==> src/rtl/playfield_engine_if.sv <==
// Spawn handshake, step strobe and playfield status bundle for playfield_engine.
interface playfield_engine_if #(
  parameter int COLS       = 16,
  parameter int ROWS       = 32,
  parameter int SPAWN_ROWS = 16
);
  logic                         tick;
  logic                         spawn_valid;
  logic [COLS*SPAWN_ROWS-1:0]   spawn_data;
  logic                         spawn_ready;
  logic [COLS*ROWS-1:0]         display;
  logic                         merged;
  logic [15:0]                  lines_cleared;
  logic                         game_over;

  modport master (
    output tick, spawn_valid, spawn_data,
    input  spawn_ready, display, merged, lines_cleared, game_over
  );

  modport slave (
    input  tick, spawn_valid, spawn_data,
    output spawn_ready, display, merged, lines_cleared, game_over
  );
endinterface

==> src/rtl/playfield_engine.sv <==
// Falling-block playfield: an active layer that steps down on tick, and in
// stack mode a settled layer that absorbs landed pieces and clears full rows.
module playfield_engine #(
  parameter int COLS       = 16,
  parameter int ROWS       = 32,
  parameter int SPAWN_ROWS = 16,
  parameter int MODE       = 1
) (
  input  logic             clock,
  input  logic             resetn,
  playfield_engine_if.slave bus
);

  localparam int K = SPAWN_ROWS + ROWS;

  typedef enum logic [1:0] {IDLE, FALL, CLEAR, OVER} state_t;

  state_t state_q, state_d;

  // Column-major layers: bit index inside a column is the row index, so
  // "down one row" is a left shift and packed flattening matches display.
  logic [COLS-1:0][K-1:0]          a_q, a_d, a_sh;
  logic [COLS-1:0][ROWS-1:0]       s_q, s_d, s_sh, vis_a, vis_a_sh;
  logic [COLS-1:0][SPAWN_ROWS-1:0] spawn_col;
  logic [ROWS-1:0]                 row_full;
  logic                            row_found;
  int unsigned                     row_sel;
  logic                            bottom_hit, overlap, in_buffer;
  logic                            handshake, spawn_ready;
  logic                            merged_q, merged_d;
  logic [15:0]                     lines_q, lines_d;

  // Shifted views, spawn columns and landing / full-row detection.
  always_comb begin
    row_full   = '1;
    bottom_hit = 1'b0;
    overlap    = 1'b0;
    in_buffer  = 1'b0;
    for (int unsigned c = 0; c < COLS; c++) begin
      a_sh[c]      = {a_q[c][K-2:0], 1'b0};
      vis_a[c]     = a_q[c][SPAWN_ROWS +: ROWS];
      vis_a_sh[c]  = a_sh[c][SPAWN_ROWS +: ROWS];
      s_sh[c]      = {s_q[c][ROWS-2:0], 1'b0};
      spawn_col[c] = bus.spawn_data[c*SPAWN_ROWS +: SPAWN_ROWS];
      bottom_hit   = bottom_hit | a_q[c][K-1];
      overlap      = overlap | (|(vis_a_sh[c] & s_q[c]));
      in_buffer    = in_buffer | (|a_q[c][SPAWN_ROWS-1:0]);
      row_full     = row_full & s_q[c];
    end
    row_found = |row_full;
    // Later (higher) rows overwrite earlier ones, leaving the bottom-most.
    row_sel = 0;
    for (int unsigned r = 0; r < ROWS; r++) begin
      if (row_full[r]) row_sel = r;
    end
  end

  assign spawn_ready = (MODE == 0) ? 1'b1 : (state_q == IDLE);
  assign handshake   = bus.spawn_valid & spawn_ready;

  // Next-state logic for both layers, the mode-1 FSM and the counters.
  always_comb begin
    a_d      = a_q;
    s_d      = s_q;
    state_d  = state_q;
    merged_d = 1'b0;
    lines_d  = lines_q;
    if (MODE == 0) begin
      if (handshake) begin
        for (int unsigned c = 0; c < COLS; c++) a_d[c][SPAWN_ROWS-1:0] = spawn_col[c];
      end else if (bus.tick) begin
        a_d = a_sh;
      end
    end else begin
      case (state_q)
        IDLE: begin
          if (handshake) begin
            for (int unsigned c = 0; c < COLS; c++) a_d[c][SPAWN_ROWS-1:0] = spawn_col[c];
            state_d = FALL;
          end
        end
        FALL: begin
          if (bus.tick) begin
            if (bottom_hit || overlap) begin
              s_d      = s_q | vis_a;
              a_d      = '0;
              merged_d = 1'b1;
              state_d  = in_buffer ? OVER : CLEAR;
            end else begin
              a_d = a_sh;
            end
          end
        end
        CLEAR: begin
          if (row_found) begin
            // Only rows at or above the full row drop; rows below stay put.
            for (int unsigned c = 0; c < COLS; c++) begin
              for (int unsigned r = 0; r < ROWS; r++) begin
                if (r <= row_sel) s_d[c][r] = s_sh[c][r];
              end
            end
            if (lines_q != '1) lines_d = lines_q + 16'd1;
          end else begin
            state_d = IDLE;
          end
        end
        default: ;
      endcase
    end
  end

  // State registers with synchronous active-low reset.
  always_ff @(posedge clock) begin
    if (!resetn) begin
      state_q  <= IDLE;
      a_q      <= '0;
      s_q      <= '0;
      merged_q <= 1'b0;
      lines_q  <= '0;
    end else begin
      state_q  <= state_d;
      a_q      <= a_d;
      s_q      <= s_d;
      merged_q <= merged_d;
      lines_q  <= lines_d;
    end
  end

  assign bus.spawn_ready   = spawn_ready;
  assign bus.display       = s_q | vis_a;
  assign bus.merged        = merged_q;
  assign bus.lines_cleared = lines_q;
  assign bus.game_over     = (state_q == OVER);

endmodule

==> src/flat_wrapper.sv <==
// flat-port wrapper written by rule: the top's interface ports become plain ports
module playfield_engine_flat 
#(
  parameter int COLS       = 16,
  parameter int ROWS       = 32,
  parameter int SPAWN_ROWS = 16,
  parameter int MODE       = 1
)
  (clock, resetn, bus_tick, bus_spawn_valid, bus_spawn_data, bus_spawn_ready, bus_display, bus_merged, bus_lines_cleared, bus_game_over);
  playfield_engine_if #(.COLS(COLS), .ROWS(ROWS), .SPAWN_ROWS(SPAWN_ROWS)) bus_i ();
  input  logic clock;
  input  logic resetn;
  input wire logic [$bits(bus_i.tick)-1:0] bus_tick;
  input wire logic [$bits(bus_i.spawn_valid)-1:0] bus_spawn_valid;
  input wire logic [$bits(bus_i.spawn_data)-1:0] bus_spawn_data;
  output wire logic [$bits(bus_i.spawn_ready)-1:0] bus_spawn_ready;
  output wire logic [$bits(bus_i.display)-1:0] bus_display;
  output wire logic [$bits(bus_i.merged)-1:0] bus_merged;
  output wire logic [$bits(bus_i.lines_cleared)-1:0] bus_lines_cleared;
  output wire logic [$bits(bus_i.game_over)-1:0] bus_game_over;
  assign bus_i.tick = bus_tick;
  assign bus_i.spawn_valid = bus_spawn_valid;
  assign bus_i.spawn_data = bus_spawn_data;
  assign bus_spawn_ready = bus_i.spawn_ready;
  assign bus_display = bus_i.display;
  assign bus_merged = bus_i.merged;
  assign bus_lines_cleared = bus_i.lines_cleared;
  assign bus_game_over = bus_i.game_over;
  playfield_engine #(.COLS(COLS), .ROWS(ROWS), .SPAWN_ROWS(SPAWN_ROWS), .MODE(MODE)) u_core (.clock(clock), .resetn(resetn), .bus(bus_i));
endmodule
==> config.mk <==
export PLATFORM = sky130hd
export DESIGN_NAME = playfield_engine_flat
export DESIGN_NICKNAME = d
export VERILOG_FILES = /design/src/rtl/playfield_engine_if.sv /design/src/rtl/playfield_engine.sv /design/src/flat_wrapper.sv
export SDC_FILE = /design/constraint.sdc
export NUM_CORES = 2
export LEC_CHECK = 0
export BUFFER_PORTS_ARGS = -buffer_cell sky130_fd_sc_hd__buf_2
export CORE_MARGIN = 10
export CORE_UTILIZATION = 32
export DETAILED_ROUTE_END_ITERATION = 7
export HOLD_SLACK_MARGIN = 0.08
export PLACE_DENSITY = 0.53
export SLEW_MARGIN = 15
export SYNTH_ARGS = -nofsm -noshare
export SYNTH_HDL_FRONTEND = slang
export SYNTH_SLANG_ARGS = --single-unit
==> constraint.sdc <==
create_clock -name clock -period 9.3 [get_ports clock]
set_input_delay 1.86 -clock clock [delete_from_list [all_inputs] [get_ports clock]]
set_output_delay 1.86 -clock clock [all_outputs]
set_load 0.05 [all_outputs]
# Word level (Yosys, flattened, before mapping)
# Cells that the tools add are included.
dict set report word_totals {
  input_bits 260
  output_inout_bits 531
  regBits 1299
  elab_cells 1347
}
dict set report classes {
  n_mux 573
  addsub 1
  reduce_logical 75
  n_bitwise 78
  n_eq_ne 41
  n_lt_le_gt_ge 32
}
# op n
set op_table {}
lappend op_table {{$mux W512} 3}
lappend op_table {{$pmux W512 S2} 1}
lappend op_table {{$and A32 B32 Y32} 31}
lappend op_table {{$mux W32} 30}
lappend op_table {{$mux W768} 1}
lappend op_table {{$mux W736} 1}
lappend op_table {{$reduce_or A32 Y1} 17}
lappend op_table {{$le A5 B32 Y1 const A} 16}
lappend op_table {{$or A512 B512 Y512} 1}
lappend op_table {{$pmux W16 S2} 16}
lappend op_table {{$mux W1} 500}
lappend op_table {{$le A4 B32 Y1 const A} 8}
lappend op_table {{$mux W16} 16}
lappend op_table {{$reduce_or A16 Y1} 16}
lappend op_table {{$reduce_and A5 Y1} 33}
lappend op_table {{$le A3 B32 Y1 const A} 4}
lappend op_table {{$ne A2 B1 Y1 const B} 35}
lappend op_table {{$le A1 B32 Y1 const A} 2}
lappend op_table {{$le A2 B32 Y1 const A} 2}
lappend op_table {{$or A1 B1 Y1} 45}
lappend op_table {{$add A16 B1 Y16 const B} 1}
lappend op_table {{$ne A16 B16 Y1 const B} 1}
lappend op_table {{$reduce_and A3 Y1} 3}
lappend op_table {{$mux W2} 4}
lappend op_table {{other kinds (10)} 13}

# Depth between registers and ports, before layout
dict set report logic_depth {
  ltp_word 50
  ltp_mapped 13
  mapped_depth_nobuf 10
}

# Worst setup path after synthesis
# OpenSTA, ideal clock, no wires.
dict set report synth_timing {
  path_type {in2reg}
  from {in bus_tick}
  to {reg u_core.s_q[123] (netlist name)}
  path_buffers 3
  cell_stages 9
  setup_time_ns 0.119
  t_required_ns 9.181
  t_arrival_ns 3.510
  path_slack_ns 5.671
  cell_sequence {nand2_1 > and2_1 > buf_2 > a211oi_1 > nand2_1 > or2_2 > clkbuf_1 > buf_2 > o221a_2}
}
dict set report synth_via {
  elab_chain_len 2
}
# item line_no
set synth_lines {}
lappend synth_lines {{start, declared} flat_wrapper.sv:13} ;# input wire logic [$bits(bus_i.tick)-1:0] bus_tick;
lappend synth_lines {{$ne A2 B2 Y1 (no source line)} -}
lappend synth_lines {{$reduce_and A5 Y1 (no source line)} -}
lappend synth_lines {{end signal, assigned} playfield_engine.sv:117} ;# s_q <= '0;
lappend synth_lines {{end signal, assigned} playfield_engine.sv:123} ;# s_q <= s_d;
lappend synth_lines {{end, declared} playfield_engine.sv:23} ;# logic [COLS-1:0][ROWS-1:0] s_q, s_d, s_sh, vis_a, vis_a_sh;
# Every way passes these cells.
# A chain may end at the register's enable or synchronous reset.

# Final worst setup path
dict set report layout_timing {
  from {reg u_core.s_q[396] (netlist name)}
  to {reg u_core.a_q[712] (netlist name)}
}
dict set report layout_via {
  elab_chain_len 8
}
# item line_no
set layout_lines {}
lappend layout_lines {{$and A32 B32 Y32} playfield_engine.sv:46} ;# overlap = overlap | (|(vis_a_sh[c] & s_q[c]));
lappend layout_lines {{$reduce_or A32 Y1} playfield_engine.sv:46}
lappend layout_lines {{$or A1 B1 Y1 (4 in series)} playfield_engine.sv:46}
lappend layout_lines {{$logic_or A1 B1 Y1} playfield_engine.sv:84} ;# if (bottom_hit || overlap) begin
lappend layout_lines {{$mux W768} playfield_engine.sv:84}
lappend layout_lines {{end signal, assigned} playfield_engine.sv:116} ;# a_q <= '0;
lappend layout_lines {{end signal, assigned} playfield_engine.sv:122} ;# a_q <= a_d;
lappend layout_lines {{end, declared} playfield_engine.sv:22} ;# logic [COLS-1:0][K-1:0] a_q, a_d, a_sh;
# Every way passes these cells.

==> flow_summary.toml <==
[status]
status = "finished, violations left"
violations = "design-rule violations"

[clock_network]
path_clk_slew_ns = 0.07
clkSinkCount = 1299
cts_tree = "done"
numCtsBuffers = 159
post_cts_buffers = 0
cts_buffer_depth = 3
clk_latency_ns = 0.87
cts_max_level = 4
clock_tree.root_cell = "clkbuf_16"
postCtsHoldBufs = 0
cts_resized = 0

[worst_setup_path]
r2r-start = "u_core.s_q[396]"
r2r_cells = 11
start_kind = "flip-flop"
cp_data_arrival_time_ns = 7.73
critPathKind = "reg -> reg"
startpoint = "u_core.s_q[396]"
cp_max_fo = 140
cp.required_ns = 10.08
crit_end = "u_core.a_q[712]"
reg2reg_to = "u_core.a_q[712]"
r2r_slack_ns = 2.35
end_kind = "flip-flop"

[layout]
fin_cells = 10435
fill_cells = 18967
synthToLayoutAreaGrowth_pct = 21.1
final_nets = 8042
drive_gt1_share_pct = 25.5

[timing]
slew_headroom_pct = 7.31
max_freq_ghz = 0.144
setup-tns-final_ns = 0
fin_crit_sh_pct = 74.8
final-hold-violation-count = 0
fin_crit_ns = 6.95
tightestPinTransition_ns = 1.39
setup_violations = 0
grt_setup_unrepaired = "false"
fin_skew_ns = 0.0355
maxSlewViolCount = 0

[placement]
dpl.hpwl_mm = 371
port_buffers = 790
place_inst = 10080
place_congestion = 1.12

[detailed_routing]
routed_via_density = 6.71
drc = 12
wl_per_cell_microns = 46.8
ant_nets = 0
drt-initial-drc-count = 10974
via_count = 69972
firstDrtPassIters = 8
wl_mm = 489

[die]
die_h_microns = 449
die_area_sq_mm = 0.202
core_sq_mm = 0.183
die_w_microns = 449
io_pins = 791
fp-row-count = 157
start_util_pct = 32.2

[yosys]
ys_ff_latch = 1299
synthArstFlopShare_pct = 0
synth_area_sq_mm = 0.0589
ys.flop_type = "dfxtp_1"
synthXorXnorAreaFrac_pct = 0.193
synthCells = 7194
netlist.area_leader.share_pct = 44.1
avgSynthCellArea_sq_um = 8.19
synth_edf_count = 0
yosys_warnings = 0
yosysSeqAreaShare_pct = 44.1
ys_top_cells_by_area = "dfxtp_1 44%, a21oi_1 6.1%, or2_2 5.5%"
synth-simple-area-share_pct = 25.8
ys_types = 60
synthMuxAreaShare_pct = 0.561
synth_compound_area_share_pct = 24.6
synth_top_family_by_area = "simple AND/OR/NAND/NOR gates"
synth_top_cell_by_area = "dfxtp_1"
syn-num-nets = 7455
synth_fa_ha_area_share_pct = 0.0212

[worst_hold_path]
hp-class = "reg -> reg"
min_from = "u_core.a_q[621]"

[global_routing]
antenna_found_initial = 113
grt.overflow.total = 0
grt_pass1_vias = 62772
grt_usage_pct = 45.7
grt_pass1_wl_mm = 632
grt_max_degree = 229

[pwr]
ir_drop_v = 0.000143
leakage_nw = 28.4
p_total_mw = 13.2
power_density_mw_per_mm2 = 185

[flow_run]
cap_violations = 0
per-layer routing:
metal	part of all wire (%)	routed length (microns)	vias to the layer above	track usage (%)
li1	-	-	27655	-
met1	36	175000	34897	52.6
met2	42	205000	5726	67.1
met3	11	54900	1640	15.4
met4	11	53300	54	40.5
met5	0.068	331	-	0
logic make-up after synthesis:
| kind of cell | after synthesis |
|---|---|
| compound gates | 2037 |
| mux | 33 |
| buf+inv | 705 |
| xor+xnor | 13 |
| fa+ha+maj | 1 |
| simple gates | 3106 |
| flops | 1299 |
worst min-delay path by stage:
stage / endpoint / slack, ns / cells after the start
global route: u_core.a_q[621] / 0.49 / 2
floorplan: u_core.a_q[76] / 0.45 / 2
detailed placement: u_core.a_q[621] / 0.45 / 2
global placement: u_core.a_q[621] / 0.44 / 2
CTS: u_core.a_q[621] / 0.46 / 2
finish: u_core.a_q[621] / 0.46 / 2
metrics by stage:
stage | util [%] | hold slack, ns | worst slack (ns) | area [sq um]
after floorplan | - | 0.448 | 5.67 | 58900
after global placement | 36.0 | 0.440 | 2.79 | 65800
after detailed placement | 36.0 | 0.448 | 2.81 | 65900
after CTS | 38.8 | 0.456 | 2.79 | 71100
after global routing | 38.9 | 0.493 | 2.57 | 71200
final | 39.0 | 0.457 | 2.35 | 71300
cells in the final DEF, fill, tap and decap left out, types with 9 or more instances in the layout:
master and count:
clkbuf_8 34, mux2i_1 33, a221oi_1 332, clkbuf_1 41, o211a_1 17, nor4_2 19, or2_2 521, clkbuf_16 161
clkinv_2 15, a22oi_1 87, or4_1 10, and2_1 13, nor2_1 631, nor4_1 94, diode_2 74, bufinv_16 11
a21o_1 19, o221a_2 148, o211ai_1 65, o21bai_1 81, xnor2_1 9, o41ai_2 10, a22o_1 107, nor3_1 316
nand2_1 651, a21oi_1 717, buf_2 790, dfxtp_1 1299, o311a_1 80, nand4_1 198, o21ai_0 214, inv_1 100
buf_12 16, nand2b_1 64, o22a_1 17, o21a_1 84, nand3_1 546, and3_1 9, o221a_1 12, buf_4 220
synthesized netlist by cell type (38+ instances only):
cell      number
a221oi_1     335
o221a_2      148
or2_2        522
buf_2         81
o211ai_1      65
buf_1         38
nand4_1      198
a22o_1       107
o21a_1        84
clkbuf_1     483
o21bai_1      81
o21ai_0      215
nor2_1       633
o311a_1       80
nor3_1       316
a21oi_1      719
inv_1        100
a22oi_1       88
nand2b_1      68
nor4_1       111
dfxtp_1     1299
nand2_1      654
nand3_1      546
cell type report:
cell class / instances / area [sq um] / share of cell area [%]
diodes: 74 / 185 / 0.260
clock buffers: 236 / 4650 / 6.52
clock inverters: 41 / 586 / 0.821
inverters: 101 / 387 / 0.542
multi-input cells: 5190 / 30500 / 42.7
flip-flops and latches: 1299 / 26000 / 36.4
well taps: 2464 / 3080 / 4.32
repair buffers: 1030 / 5970 / 8.36
worst max-delay path, stage by stage (launching register included):
cell and delay, ns:
dfxtp_1 0.48, a22o_1 0.52, a221oi_1 0.68, nand4_1 0.79
or4_1 0.80, nor4_1 0.30, and4_4 0.60, buf_4 0.58
buf_12 0.49, buf_12 0.50, nand3_1 0.25, a21oi_1 0.20
where the power goes:
part	switching [mW]	leakage [nW]	internal [mW]
combinational	0.646	15.3	0.241
sequential	0.134	10.5	5.68
clock	2.74	2.57	3.76
state kept, by name (all words and copies together) (netlist names):
| signal | count |
|---|---|
| u_core.a_q | 768 |
| u_core.s_q | 512 |
| u_core.bus.lines_cleared | 16 |
| u_core.state_q | 2 |
| u_core.bus.merged | 1 |
Power figures use the tool's default switching activity.
